--- src/rtl/doodle_physics.sv ---
// doodle_physics: per-frame vertical motion engine for the doodle.
// Integrates a Q.4 velocity with gravity on every frame_tick. A landing
// reported by the collision observer launches a jump. Position is clamped
// at the top of the screen, and the doodle dies at the bottom edge.
// Ports: clk, rst (async, active high), start, frame_tick,
//   doodle_collision, ground_y[9:0] -> doodle_y[9:0],
//   doodle_fall_direction, velocity[11:0] (signed Q.4), bounce, dead,
//   scroll_px[9:0].
// Option: define DOODLE_SCROLL_EN to hold the doodle at SCROLL_LINE while it
//   rises. The excess rise is reported as scroll_px. When the macro is not
//   defined, scroll_px is always 0.
module doodle_physics #(
   parameter int FRAC_BITS   = 4,
   parameter int GRAVITY     = 6,
   parameter int JUMP_VEL    = 224,
   parameter int MAX_FALL    = 256,
   parameter int DOODLE_H    = 80,
   parameter int INIT_Y      = 687,
   parameter int SCREEN_H    = 768,
   parameter int SCROLL_LINE = 420
) (
   input  logic               clk,
   input  logic               rst,
   input  logic               start,
   input  logic               frame_tick,
   input  logic               doodle_collision,
   input  logic [9:0]         ground_y,
   output logic [9:0]         doodle_y,
   output logic               doodle_fall_direction,
   output logic signed [11:0] velocity,
   output logic               bounce,
   output logic               dead,
   output logic [9:0]         scroll_px
);

   typedef enum logic [1:0] {
      S_IDLE, S_RISING, S_FALLING, S_DEAD
   } state_t;

   localparam logic signed [16:0] INIT_P   = 17'(INIT_Y << FRAC_BITS);
   localparam logic signed [16:0] DEAD_P   = 17'((SCREEN_H - 1) << FRAC_BITS);
   localparam logic signed [16:0] SCREEN_P = 17'(SCREEN_H << FRAC_BITS);
   localparam logic signed [12:0] GRAV     = 13'(GRAVITY);
   localparam logic signed [12:0] MAXF     = 13'(MAX_FALL);
   localparam logic signed [11:0] JUMP     = 12'(-JUMP_VEL);
   localparam logic [9:0]         H_SPR    = 10'(DOODLE_H);
`ifdef DOODLE_SCROLL_EN
   localparam logic signed [16:0] SCROLL_I = 17'(SCROLL_LINE);
   localparam logic signed [16:0] SCROLL_P = 17'(SCROLL_LINE << FRAC_BITS);
`endif

   state_t             state_q, state_d;
   logic signed [15:0] pos_q, pos_d;
   logic signed [11:0] vel_q, vel_d;
   logic               coll_q, coll_d;
   logic               bounce_q, bounce_d;
   logic [9:0]         scroll_q, scroll_d;

   logic signed [16:0] pos_n;
   logic signed [12:0] vel_s;
   logic signed [11:0] vel_n;
   logic [9:0]         land_y;
   logic               active;
`ifdef DOODLE_SCROLL_EN
   logic signed [16:0] pos_int;
   logic signed [16:0] scroll_diff;
`endif

   always_ff @(posedge clk or posedge rst) begin
      if (rst) begin
         state_q  <= S_IDLE;
         pos_q    <= INIT_P[15:0];
         vel_q    <= '0;
         coll_q   <= 1'b0;
         bounce_q <= 1'b0;
         scroll_q <= '0;
      end else begin
         state_q  <= state_d;
         pos_q    <= pos_d;
         vel_q    <= vel_d;
         coll_q   <= coll_d;
         bounce_q <= bounce_d;
         scroll_q <= scroll_d;
      end
   end

   always_comb begin
      // 17-bit sums keep the full range visible to the clamps.
      pos_n = $signed({pos_q[15], pos_q})
            + $signed({{5{vel_q[11]}}, vel_q});
      vel_s = $signed({vel_q[11], vel_q}) + GRAV;
      vel_n = (vel_s > MAXF) ? MAXF[11:0] : vel_s[11:0];
      land_y = (ground_y > H_SPR) ? ground_y - H_SPR : '0;
      active = (state_q == S_RISING) || (state_q == S_FALLING);
`ifdef DOODLE_SCROLL_EN
      pos_int     = pos_n >>> FRAC_BITS;
      scroll_diff = SCROLL_I - pos_int;
`endif

      state_d  = state_q;
      pos_d    = pos_q;
      vel_d    = vel_q;
      bounce_d = 1'b0;
      scroll_d = '0;

      // The landing latch holds until the next tick consumes it.
      coll_d = coll_q;
      if (start || frame_tick)
         coll_d = 1'b0;
      else if (doodle_collision && state_q == S_FALLING)
         coll_d = 1'b1;

      if (start && !active) begin
         state_d = S_FALLING;
         pos_d   = INIT_P[15:0];
         vel_d   = '0;
      end else if (frame_tick && active) begin
         if (state_q == S_FALLING && (coll_q || doodle_collision)) begin
            state_d  = S_RISING;
            pos_d    = 16'({6'b0, land_y} << FRAC_BITS);
            vel_d    = JUMP;
            bounce_d = 1'b1;
         end else if (pos_n >= SCREEN_P) begin
            state_d = S_DEAD;
            pos_d   = DEAD_P[15:0];
            vel_d   = '0;
         end
`ifdef DOODLE_SCROLL_EN
         else if (state_q == S_RISING && pos_int < SCROLL_I) begin
            state_d  = vel_n[11] ? S_RISING : S_FALLING;
            pos_d    = SCROLL_P[15:0];
            vel_d    = vel_n;
            scroll_d = scroll_diff[9:0];
         end
`endif
         else if (pos_n[16]) begin
            state_d = S_FALLING;
            pos_d   = '0;
            vel_d   = '0;
         end else begin
            state_d = vel_n[11] ? S_RISING : S_FALLING;
            pos_d   = pos_n[15:0];
            vel_d   = vel_n;
         end
      end
   end

   always_comb begin
      doodle_fall_direction = (state_q == S_FALLING) && !vel_q[11];
      dead                  = (state_q == S_DEAD);
   end

   assign doodle_y  = pos_q[FRAC_BITS +: 10];
   assign velocity  = vel_q;
   assign bounce    = bounce_q;
   assign scroll_px = scroll_q;

endmodule

--- config.mk ---
export PLATFORM = sky130hd
export DESIGN_NAME = doodle_physics
export DESIGN_NICKNAME = d
export VERILOG_FILES = /design/src/rtl/doodle_physics.sv
export SDC_FILE = /design/constraint.sdc
export NUM_CORES = 1
export LEC_CHECK = 0
export ABC_AREA = 1
export BUFFER_PORTS_ARGS = -buffer_cell sky130_fd_sc_hd__clkbuf_2
export CORE_ASPECT_RATIO = 0.6
export CORE_MARGIN = 2
export CORE_UTILIZATION = 62
export DETAILED_ROUTE_END_ITERATION = 8
export PLACE_DENSITY = 0.87
export SYNTH_ARGS = -nofsm -noshare
export SYNTH_HDL_FRONTEND = slang
export SYNTH_SLANG_ARGS = --single-unit
--- constraint.sdc ---
create_clock -name clk -period 6.3 [get_ports clk]
set_input_delay 0.63 -clock clk [delete_from_list [all_inputs] [get_ports clk]]
set_output_delay 0.63 -clock clk [all_outputs]
set_load 0.05 [all_outputs]
* Yosys cells after proc, flatten, opt, wreduce, memory -nomap -nowiden
Index checks and enable logic that the tools add are counted.
Storage, ports and cells: register bits after elaboration 32, bits of input ports 15, output and inout port bits 35, logic and storage cells 49
Cells by class: add/sub/neg operators 3, $lt $le $gt $ge 3, equal/unequal tests 3, muxes and demuxes 23, reduce and logical (&&, ||, !) cells 12
Operators with widths (count):
- $mux 16 | 5
- $mux 12 | 6
- $add 16x12->17 | 1
- $ge 17x15->1 const B | 1
- $add 12x4->13 const B | 1
- $gt 13x10->1 const B | 1
- $mux 2 | 6
- $gt 10x7->1 const B | 1
- $mux 10 | 1
- $sub 10x7->10 const B | 1
- $logic_and 1x1->1 | 5
- $mux 1 | 5
- $eq 2x2->1 const B | 2
- $reduce_bool 2->1 | 2
- $logic_or 1x1->1 | 3
- $eq 2x1->1 const B | 1
- $logic_not 1->1 | 2

* Depth between registers and ports, before layout
Gate-level depths: netlist of the first run.
depth after elaboration 9, mapped depth 15, mapped depth without buffers 15

* Worst setup path after synthesis of the first run
Ideal clock, no wire load.
path kind register to register, start register vel_q[11], in the netlist velocity[11], end register vel_q[4], in the netlist velocity[4], library setup time 0.076 ns, arrival time 2.307 ns, required time 6.224 ns, path slack 3.917 ns, cell stages (with the launch flop) 14, path buffers 1, period minus slack after synthesis 2.383 ns, path through dfrtp_1 ha_1 nand2_1 nand2_1 nand3_1 nand2_1 a21oi_1 nand3_1 nand2_4 nand3_4 nor2_8 buf_8 nand3_1 o21ai_1
Between the ends: longest elaborated chain between the ends 8, elaborated cells between the ends (all ways) 10, classes of those cells add/sub (2); order compare (2); mux (6)
RTL lines:
- from (decl) | line 54 | logic signed [11:0] vel_q, vel_d;
- from (signal assigned) | line 80 | vel_q <= vel_d;
- $add 12x4->13 | line 91 | vel_s = $signed({vel_q[11], vel_q}) + GRAV;
- $gt 13x10->1 | line 92 | vel_n = (vel_s > MAXF) ? MAXF[11:0] : vel_s[11:0];
- $mux 12 | line 92
- $mux 12 | line 136 | else if (pos_n[16]) begin
- $mux 12 * | line 123 | end else if (pos_n >= SCREEN_P) begin
- $mux 12 * | line 118 | if (state_q == S_FALLING && (coll_q || doodle_collision)) begin
- $mux 12 * | line 117 | end else if (frame_tick && active) begin
- $mux 12 * | line 113 | if (start && !active) begin
Every way passes the cells marked *; elsewhere a longest branch is shown, timed or not. The select of a mux whose other input is x is not followed. A chain may end at the register's enable or synchronous reset.

* Final worst setup path of the first run
start register vel_q[11], in the netlist velocity[11], end register state_q[1]
Between the ends: longest elaborated chain between the ends 9, elaborated cells between the ends (all ways) 11, classes of those cells add/sub (2); order compare (2); mux (7)
RTL lines:
- $add 12x4->13 | line 91
- $gt 13x10->1 | line 92
- $mux 12 | line 92
- $mux 2 | line 141 | state_d = vel_n[11] ? S_RISING : S_FALLING;
- $mux 2 | line 136
- $mux 2 * | line 123
- $mux 2 * | line 118
- $mux 2 * | line 117
- $mux 2 * | line 113
- to (signal assigned) | line 78 | state_q <= state_d;
- to (decl) | line 52 | state_t state_q, state_d;
Marks and branches as above.

==> results of run 1 <==
synth_stat cells, drive strengths merged:
cell	number
nand2	159
nand3b	2
nand3	42
nor2	48
ha	21
nand4	5
dfrtp	23
conb	1
a31oi	1
clkinv	1
o21ai	16
xor2	6
o31ai	3
or2	1
and3	1
xnor2	6
inv	75
nor3	5
clkbuf	1
o21bai	3
buf	23
a21oi	17
a211oi	1
dfstp	7
power by group:
part / leakage [nW] / internal (mW) / switching (mW)
clock: 0.0579 / 0.116 / 0.0799
sequential: 0.380 / 0.263 / 0.0730
combinational: 1.45 / 0.335 / 0.873
total: 1.89 / 0.715 / 1.03
layout make-up:
type	instances	area, µm²	area share [%]
clock inverter	3	40.04	1.230
sequential	30	759.5	23.34
inverter	76	286.5	8.804
timing repair buffer	39	197.7	6.075
tap	63	78.83	2.422
multi-input combinational	348	1823	56.02
clock buffer	5	68.82	2.115
worst max-delay path, stage by stage (launching register included):
cell,delay [ns]
dfrtp_1,0.62
ha_1,0.37
nand2_1,0.09
nand2_1,0.10
nand3_1,0.08
nand2_1,0.05
a21oi_1,0.24
nand3_1,0.17
nand2_4,0.12
nand3_4,0.11
nor2_8,0.25
nand2_1,0.11
nand2_1,0.09
nor2_1,0.05
cell usage in the layout (no fill, tap or decap), types with 5 or more instances in the layout:
cell	netlist	layout
nand2_1	146	146
inv_1	71	71
nor2_1	42	42
nand3_1	38	38
clkbuf_2	0	38
dfrtp_1	23	23
ha_1	21	21
a21oi_1	17	17
o21ai_0	11	11
conb_1	1	11
nand2_2	10	10
dfstp_2	7	7
xor2_1	6	6
xnor2_1	6	6
nand4_1	5	5
o21ai_1	5	5
clkbuf_8	0	5
registers in the layout, summed over array words and instances (netlist names):
signal / flops
pos_q: 15
velocity: 11
state_q: 2
bounce: 1
coll_q: 1
path summary, 6_finish.rpt:
path,end,slack [ns],depth (start not counted),from
max in group asynchronous,pos_q[4]$_DFFE_PP1P_,5.58,3,rst
max,state_q[1]$_DFFE_PP0P_,3.72,13,velocity[11]$_DFFE_PP0P_
min,velocity[2]$_DFFE_PP0P_,0.38,3,rst
min reg2reg,pos_q[2]$_DFFE_PP0P_,0.49,2,pos_q[2]$_DFFE_PP0P_
min in group clk,pos_q[2]$_DFFE_PP0P_,0.49,2,pos_q[2]$_DFFE_PP0P_
max reg2reg,state_q[1]$_DFFE_PP0P_,3.72,13,velocity[11]$_DFFE_PP0P_
logic make-up (layout without fill, tap and decap cells):
group / Yosys count / count (layout) / synth area share [%]
AOI/OAI and AO/OA: 41 / 41 / 7.418
xor gates and xnor gates: 12 / 12 / 3.481
adders and majority gates: 21 / 21 / 8.703
buffers and inverters: 100 / 123 / 15.71
DFF: 30 / 30 / 25.16
other: 1 / 11 / 0.1242
and+or+nand+nor: 263 / 263 / 39.41
per-stage QoR:
stage,cell area (µm²),util [%],std cells
global placement,3146,67.85,556
detailed placement,3146,67.85,556
finish,3254,70.20,564
global route,3254,70.20,564
CTS,3254,70.20,564
floorplan,3057,-,478
layer usage:
layer | up-vias | GRT usage [%] | routed length (µm)
met5 | - | 0 | 0
met3 | 13 | 7.802 | 950
li1 | 1496 | - | -
met4 | 0 | 9.317 | 106
met2 | 172 | 44.59 | 3229
met1 | 1359 | 50.12 | 3978
==> flow_results.org, run 1 <==
** Worst setup path
- STA classifies the critical path startpoint as a flip-flop.
- Data arrival time at the worst-slack endpoint :: between 2 and 3 ns
- CP Max Fanout :: 15
- CP endpoint kind :: flip-flop
- STA puts the critical path data required time at 6.48 ns.
- The setup path with the least slack is of type reg -> reg.

** STA
- The final hold violation count is 0.
- Final critical delay including setup and external delays :: about 2.6 ns
- Clock skew :: ~0.0054 ns
- Setup WS post-layout :: 3.723 ns
- Unrepaired setup endpoints after global routing :: false
- Setup violations remaining at the end of the flow were counted as 0.
- Of the available clock period, the critical path in the final layout requires 40.90%.
- Derived from the worst setup path, the maximum achievable clock frequency is between 300 and 400 MHz.
- Setup_tns :: 0 ns
- Tightest hold margin :: approximately 0.38 ns
- Final number of max-transition violations :: 0
- Actual transition at the worst max-transition pin :: about 0.65 ns
- Relative slew slack :: roughly 56%

** Global routing
- Largest net degree at the start of global routing :: 31
- In the global route stage, overall resource usage came out at approximately a third.
- The first global-routing pass estimated roughly 13 mm of wire.
- Global-route congestion overflow total :: 0
- Initial antenna violation count :: 0
- The via count of the first global-routing pass is approximately 2,700.

** Pwr
- IR analysis of the VDD net gives a maximum drop of about 0.34 mV.
- PwrDens :: ~530 nW/µm²
- In this run the static leakage power is 1.885 nW.
- Overall Power :: approximately 1.7 mW

** Die
- Die footprint :: 5462 µm²
- The die is slightly below 60 µm tall.
- In this run the core area contains 19 standard-cell rows.
- For this configuration, the core starts out at a cell density of 65.13%.
- Total I/O pin count :: 50
- The region available for standard cell placement spans 4636 µm².
- Horizontal extent of the die :: ~94 µm

** Synthesis
- Summing every instance area after synthesis gives about 3000 µm².
- Yosys printed 0 warnings.
- Cell type with the largest total area after synthesis :: dfrtp_1
- Sequential cell area fraction in the yosys report :: about 25%
- Largest cells by area after synthesis :: dfrtp_1 19%, nand2_1 18%, inv_1 8.8%, ha_1 8.7%, nand3_1 6.3%
- Mapped Avg Cell Area :: between 6 and 7 µm²
- After synthesis, the netlist uses 36 different library cells.
- Summed over its instances, the top area cell type makes up between 10% and 20% of the synthesized netlist area.
- Mapped Cells :: 468
- Total of flip-flops plus latches after synthesis :: 30

** Clock network
- The later pin in the worst-skew pair is clocked with a latency of just under 0.3 ns.
- Gates resized during post-CTS repair numbered 0.
- CTS placed an instance of clkbuf_8 at the clock tree root.
- Number of levels the H-tree was split into :: 2
- In this run the deepest clock path goes through 2 buffers.
- The clock drives 30 sinks.
- After clock tree synthesis, the clock-pin slew on the worst setup and hold paths is ~0.07 ns.
- Number of buffers added by the clock tree synthesis step :: 5
- In this run the post-CTS setup repair buffer count came out at 0.
- In this run, post-CTS hold repair placed 0 buffers.
- CTS tree :: yes

** Placed design
- Routability-driven placement finished with a final weighted congestion of 0.9345.
- Number of input and output port buffers inserted :: 38
- OpenSTA, run right after detailed placement, puts the worst setup slack at 3.756 ns.
- Post-DP HPWL :: 6.519 mm

** Routing
- Count of routing violations after the opening detailed-route iteration :: about 290
- Via density per instance :: around 5.4
- Number of vias in the routed layout :: 3,040
- In the routed design, unresolved DRC markers number 0.
- Before antenna repair, the detailed router went through 4 iterations.
- Total Wirelength :: 8.264 mm
- Routed wirelength normalized by instance count :: approximately 15 µm
- In this run the remaining antenna-violating nets after routing total 0.

** Cells and area
- In the final design database the tool counted about 540 nets.
- Layout filler cell count :: slightly above 400
- Compared with the post-synthesis result, the final layout area differs by 7.791%.
- Of the cells placed in the final design, the portion with a size suffix greater than 1 is 16.77%.
- Antenna diode count :: 0

** Status
- Outcome :: complete, no violations

** Job
- Across the run, the number of max-cap violations was 0.

** Hold path
- Tightest Hold Check Type :: in -> async
(Power assumes the default switching activity.)
==> inputs of run 2 (changes only) <==
Settings changed: CORE_UTILIZATION 62 to 58, PLACE_DENSITY 0.87 to 0.82.
Clock period 6.3 ns to 2.4 ns, I/O delays scaled along.
==> flow_results.org, run 2 (synthesis gave the netlist of run 1 again) <==
** Cells and area
- Sequential Area :: 762.0 µm² (was 759.5 µm²)
- The number of nets at the end of the flow came to 557 (was 536).
- Share of post-route cells with drive strength above 1 :: 23.18% (was 16.77%)
- Layout overhead on the synthesized area :: 18.23% (was 7.791%)
- The register name with the most flops is pos_q (unchanged).
- The flip-flop count of the largest register after layout came to 15 (unchanged).
- Layout filler cell count :: 431 (was 415)
- The combined area of the multi-input logic cells is 1946 µm² (was 1823 µm²).
- Final design instance area without fill :: 3570 µm² (was 3254 µm²)
- Most common library cell in the layout ignoring fill and taps :: nand2_1 (unchanged)
- Commonest cells after routing, fill and taps aside: 143 x nand2_1, 70 x inv_1, 41 x nor2_1, 38 x nand3_1, 38 x clkbuf_2 (was 146 x nand2_1, 71 x inv_1, 42 x nor2_1, 38 x nand3_1, 38 x clkbuf_2).
- The antenna diode count was 0 (unchanged).

** Worst setup path
- The flop-to-flop setup slack came to 0.06 ns (was 3.72 ns).
- CP endpoint kind :: flip-flop (unchanged)
- Worst path max stage delay :: 0.50 ns (was 0.62 ns)
- Destination of the critical timing path :: velocity[4]$_DFFE_PP0P_ (was state_q[1]$_DFFE_PP0P_)
- Startpoint type of the worst setup path :: flip-flop (unchanged)
- The master of the slowest instance on the critical path is dfrtp_2 (was dfrtp_1).
- The most frequent cell on the critical path is nand2_2 (was nand2_1).
- The arrival time of the worst setup path was 2.54 ns (was 2.76 ns).
- The critical path buffer and inverter count came to 4 (was 0).
- Cells along the critical path: buf_6, ha_4, inv_2, nor3_4, inv_1, nor2_2, nand2_2, nand2_2, nand2_2, nand2_4, nand3_4, nor2_8, buf_12, nand3_1, o21ai_1 (was ha_1, nand2_1, nand2_1, nand3_1, nand2_1, a21oi_1, nand3_1, nand2_4, nand3_4, nor2_8, nand2_1, nand2_1, nor2_1).
- The category of cells accounting for the largest share of critical-path delay was simple AND/OR/NAND/NOR gates (unchanged).
- Critical path origin :: velocity[11]$_DFFE_PP0P_ (unchanged)
- CP Max Fanout :: 7 (was 15)
- Worst reg2reg path startpoint :: velocity[11]$_DFFE_PP0P_ (unchanged)
- Type of the setup path with the least slack :: reg -> reg (unchanged)
- The logic depth of the worst setup path including buffers was 15 (was 13).
- Depth of the worst register-to-register path :: 15 (was 13)
- The required time of the worst setup path was 2.61 ns (was 6.48 ns).
- The reg-to-reg critical path endpoint is velocity[4]$_DFFE_PP0P_ (was state_q[1]$_DFFE_PP0P_).

** Clock network
- Number of buffers added by the clock tree synthesis step :: 5 (unchanged)
- The TritonCTS clock tree is yes (unchanged).
- Cell at the root of the clock tree :: clkbuf_8 (unchanged)
- Number of buffers on the longest clock path :: 2 (unchanged)
- Number of levels the H-tree was split into :: 2 (unchanged)
- Clock Latency Late Sink :: 0.29 ns (about the same)
- Clock sink total :: 30 (unchanged)
- The number of buffers inserted for hold repair after clock tree synthesis is 0 (unchanged).
- Clk pin slew, worst setup/hold paths :: 0.07 ns (about the same)

** STA
- The total setup violations reported at the end of the flow came to 0 (unchanged).
- Final critical delay including setup and external delays :: 2.338 ns (was 2.577 ns)
- Clock skew :: 0.006461 ns (was 0.005375 ns)
- Fraction of the cycle the final worst path needs :: 97.42% (was 40.90%)
- The final hold violation count came to 0 (unchanged).
- The number of max-slew violations in the final report came to 0 (unchanged).
- Relative slew slack :: 63.14% (was 56.43%)
- The minimum hold slack came to 0.01329 ns (was 0.3769 ns).
- Setup WS post-layout :: 0.06183 ns (was 3.723 ns)
- The fmax came to 427.7 MHz (was 388.1 MHz).
- The transition time of the tightest slew-check pin came to 0.5488 ns (was 0.6520 ns).

** Die
- The vertical extent of the die is 59.89 µm (was 58.06 µm).
- The number of core rows was 20 (was 19).
- Horizontal extent of the die :: 97.15 µm (was 94.09 µm)
- Die footprint :: 5818 µm² (was 5462 µm²)
- Core area :: 5030 µm² (was 4636 µm²)
- The I/O pin count was 50 (unchanged).
- Starting density of the core :: 60.02% (was 65.13%)

** Routing
- The via total after detailed routing is 3,145 (was 3,040).
- The remaining antenna violation count after routing was 0 (unchanged).
- The per-cell routed wire length came to 14.87 µm (was 14.65 µm).
- Total Wirelength :: 8.742 mm (was 8.264 mm)
- DRC violation count after routing :: 0 (unchanged)
- First drt pass iteration count :: 5 (was 4)
- The detailed-route vias per instance was 5.349 (was 5.390).
- The violation count after the first detailed-routing iteration came to 433 (was 287).

** Placed design
- Number of input and output port buffers inserted :: 38 (unchanged)
- The routability congestion estimate came to 0.9892 (was 0.9345).
- The pre-CTS setup slack is -0.02029 ns (was 3.756 ns).
- The detailed-placement wirelength estimate is 6.584 mm (was 6.519 mm).
- Area after DPL :: 3252 µm² (was 3146 µm²)

** Status
- Outcome: complete, no violations (unchanged).

** Global routing
- Largest net degree at the start of global routing :: 31 (unchanged)
- The overflow left after global routing came to 0 (unchanged).
- Via count of the first global-routing pass :: 2,668 (was 2,691)
- The global-route wire length before repair came to 13.41 mm (was 13.26 mm).
- Initial antenna violation count :: 0 (unchanged)
- Global-route usage over all layers :: 29.88% (was 32.43%)

** Pwr
- The worst voltage drop across the vdd grid was 0.6474 mV (was 0.3445 mV).
- Overall Power :: 5.142 mW (was 1.740 mW)
- PwrDens :: 1440 nW/µm² (was 534.8 nW/µm²)
- The static leakage is 2.005 nW (was 1.885 nW).

** Hold path
- The worst hold-check path type is in -> async (unchanged).

** Job
- Max-capacitance violation count :: 0 (unchanged)
==> run 2: through the flow <==
step	setup TNS, ns	instances	util (%)
after floorplan	0	478	-
after global placement	0	571	64.65
after detailed placement	-0.02668	571	64.65
after CTS	0	580	66.94
after global routing	-0.4365	588	70.97
final	0	588	70.97
==> run 2: area by class of cell <==
type                    count  share of cell area (%)
flip-flops and latches     30                   21.35
clock inverters             1                  0.1402
inverters                  76                   8.027
clock buffers               7                   2.419
repair buffers             60                   11.25
well taps                  66                   2.313
multi-input cells         348                   54.50
==> run 2: worst min-delay path, stage by stage <==
cell      delay (ns)
clkbuf_2        0.08
inv_1           0.04
buf_4           0.37
==> run 2: layer usage <==
metal	vias to the layer above	wire length, µm	global-route usage (%)
met2	152	3472	43.06
met4	0	146	7.847
met3	20	876	5.263
met5	-	0	0
met1	1434	4247	45.86
li1	1539	-	-
==> run 2: how the worst min path moves through the flow <==
stage,start,to,slack (ns)
after global placement,rst,pos_q[2]$_DFFE_PP0P_,0.32
after floorplan,frame_tick,coll_q$_DFFE_PP0P_,0.31
final,rst,pos_q[2]$_DFFE_PP0P_,0.01
after CTS,rst,pos_q[2]$_DFFE_PP0P_,0.02
after detailed placement,rst,pos_q[2]$_DFFE_PP0P_,0.33
after global routing,rst,bounce$_DFF_PP0_,0.06
==> run 2: what timing repair did <==
item	CTS	global route
pin swaps	1	8
setup endpoints to repair	2	24
gates resized for setup	1	25
buffers inserted	1	7
cloned	0	1
==> run 2: report_power, final <==
part	leakage, nW	internal (mW)	total, mW	switching (mW)
clock	0.0482	0.231	0.437	0.206
sequential	0.377	0.694	0.849	0.155
combinational	1.58	1.30	3.85	2.56
total	2.00	2.22	5.14	2.92
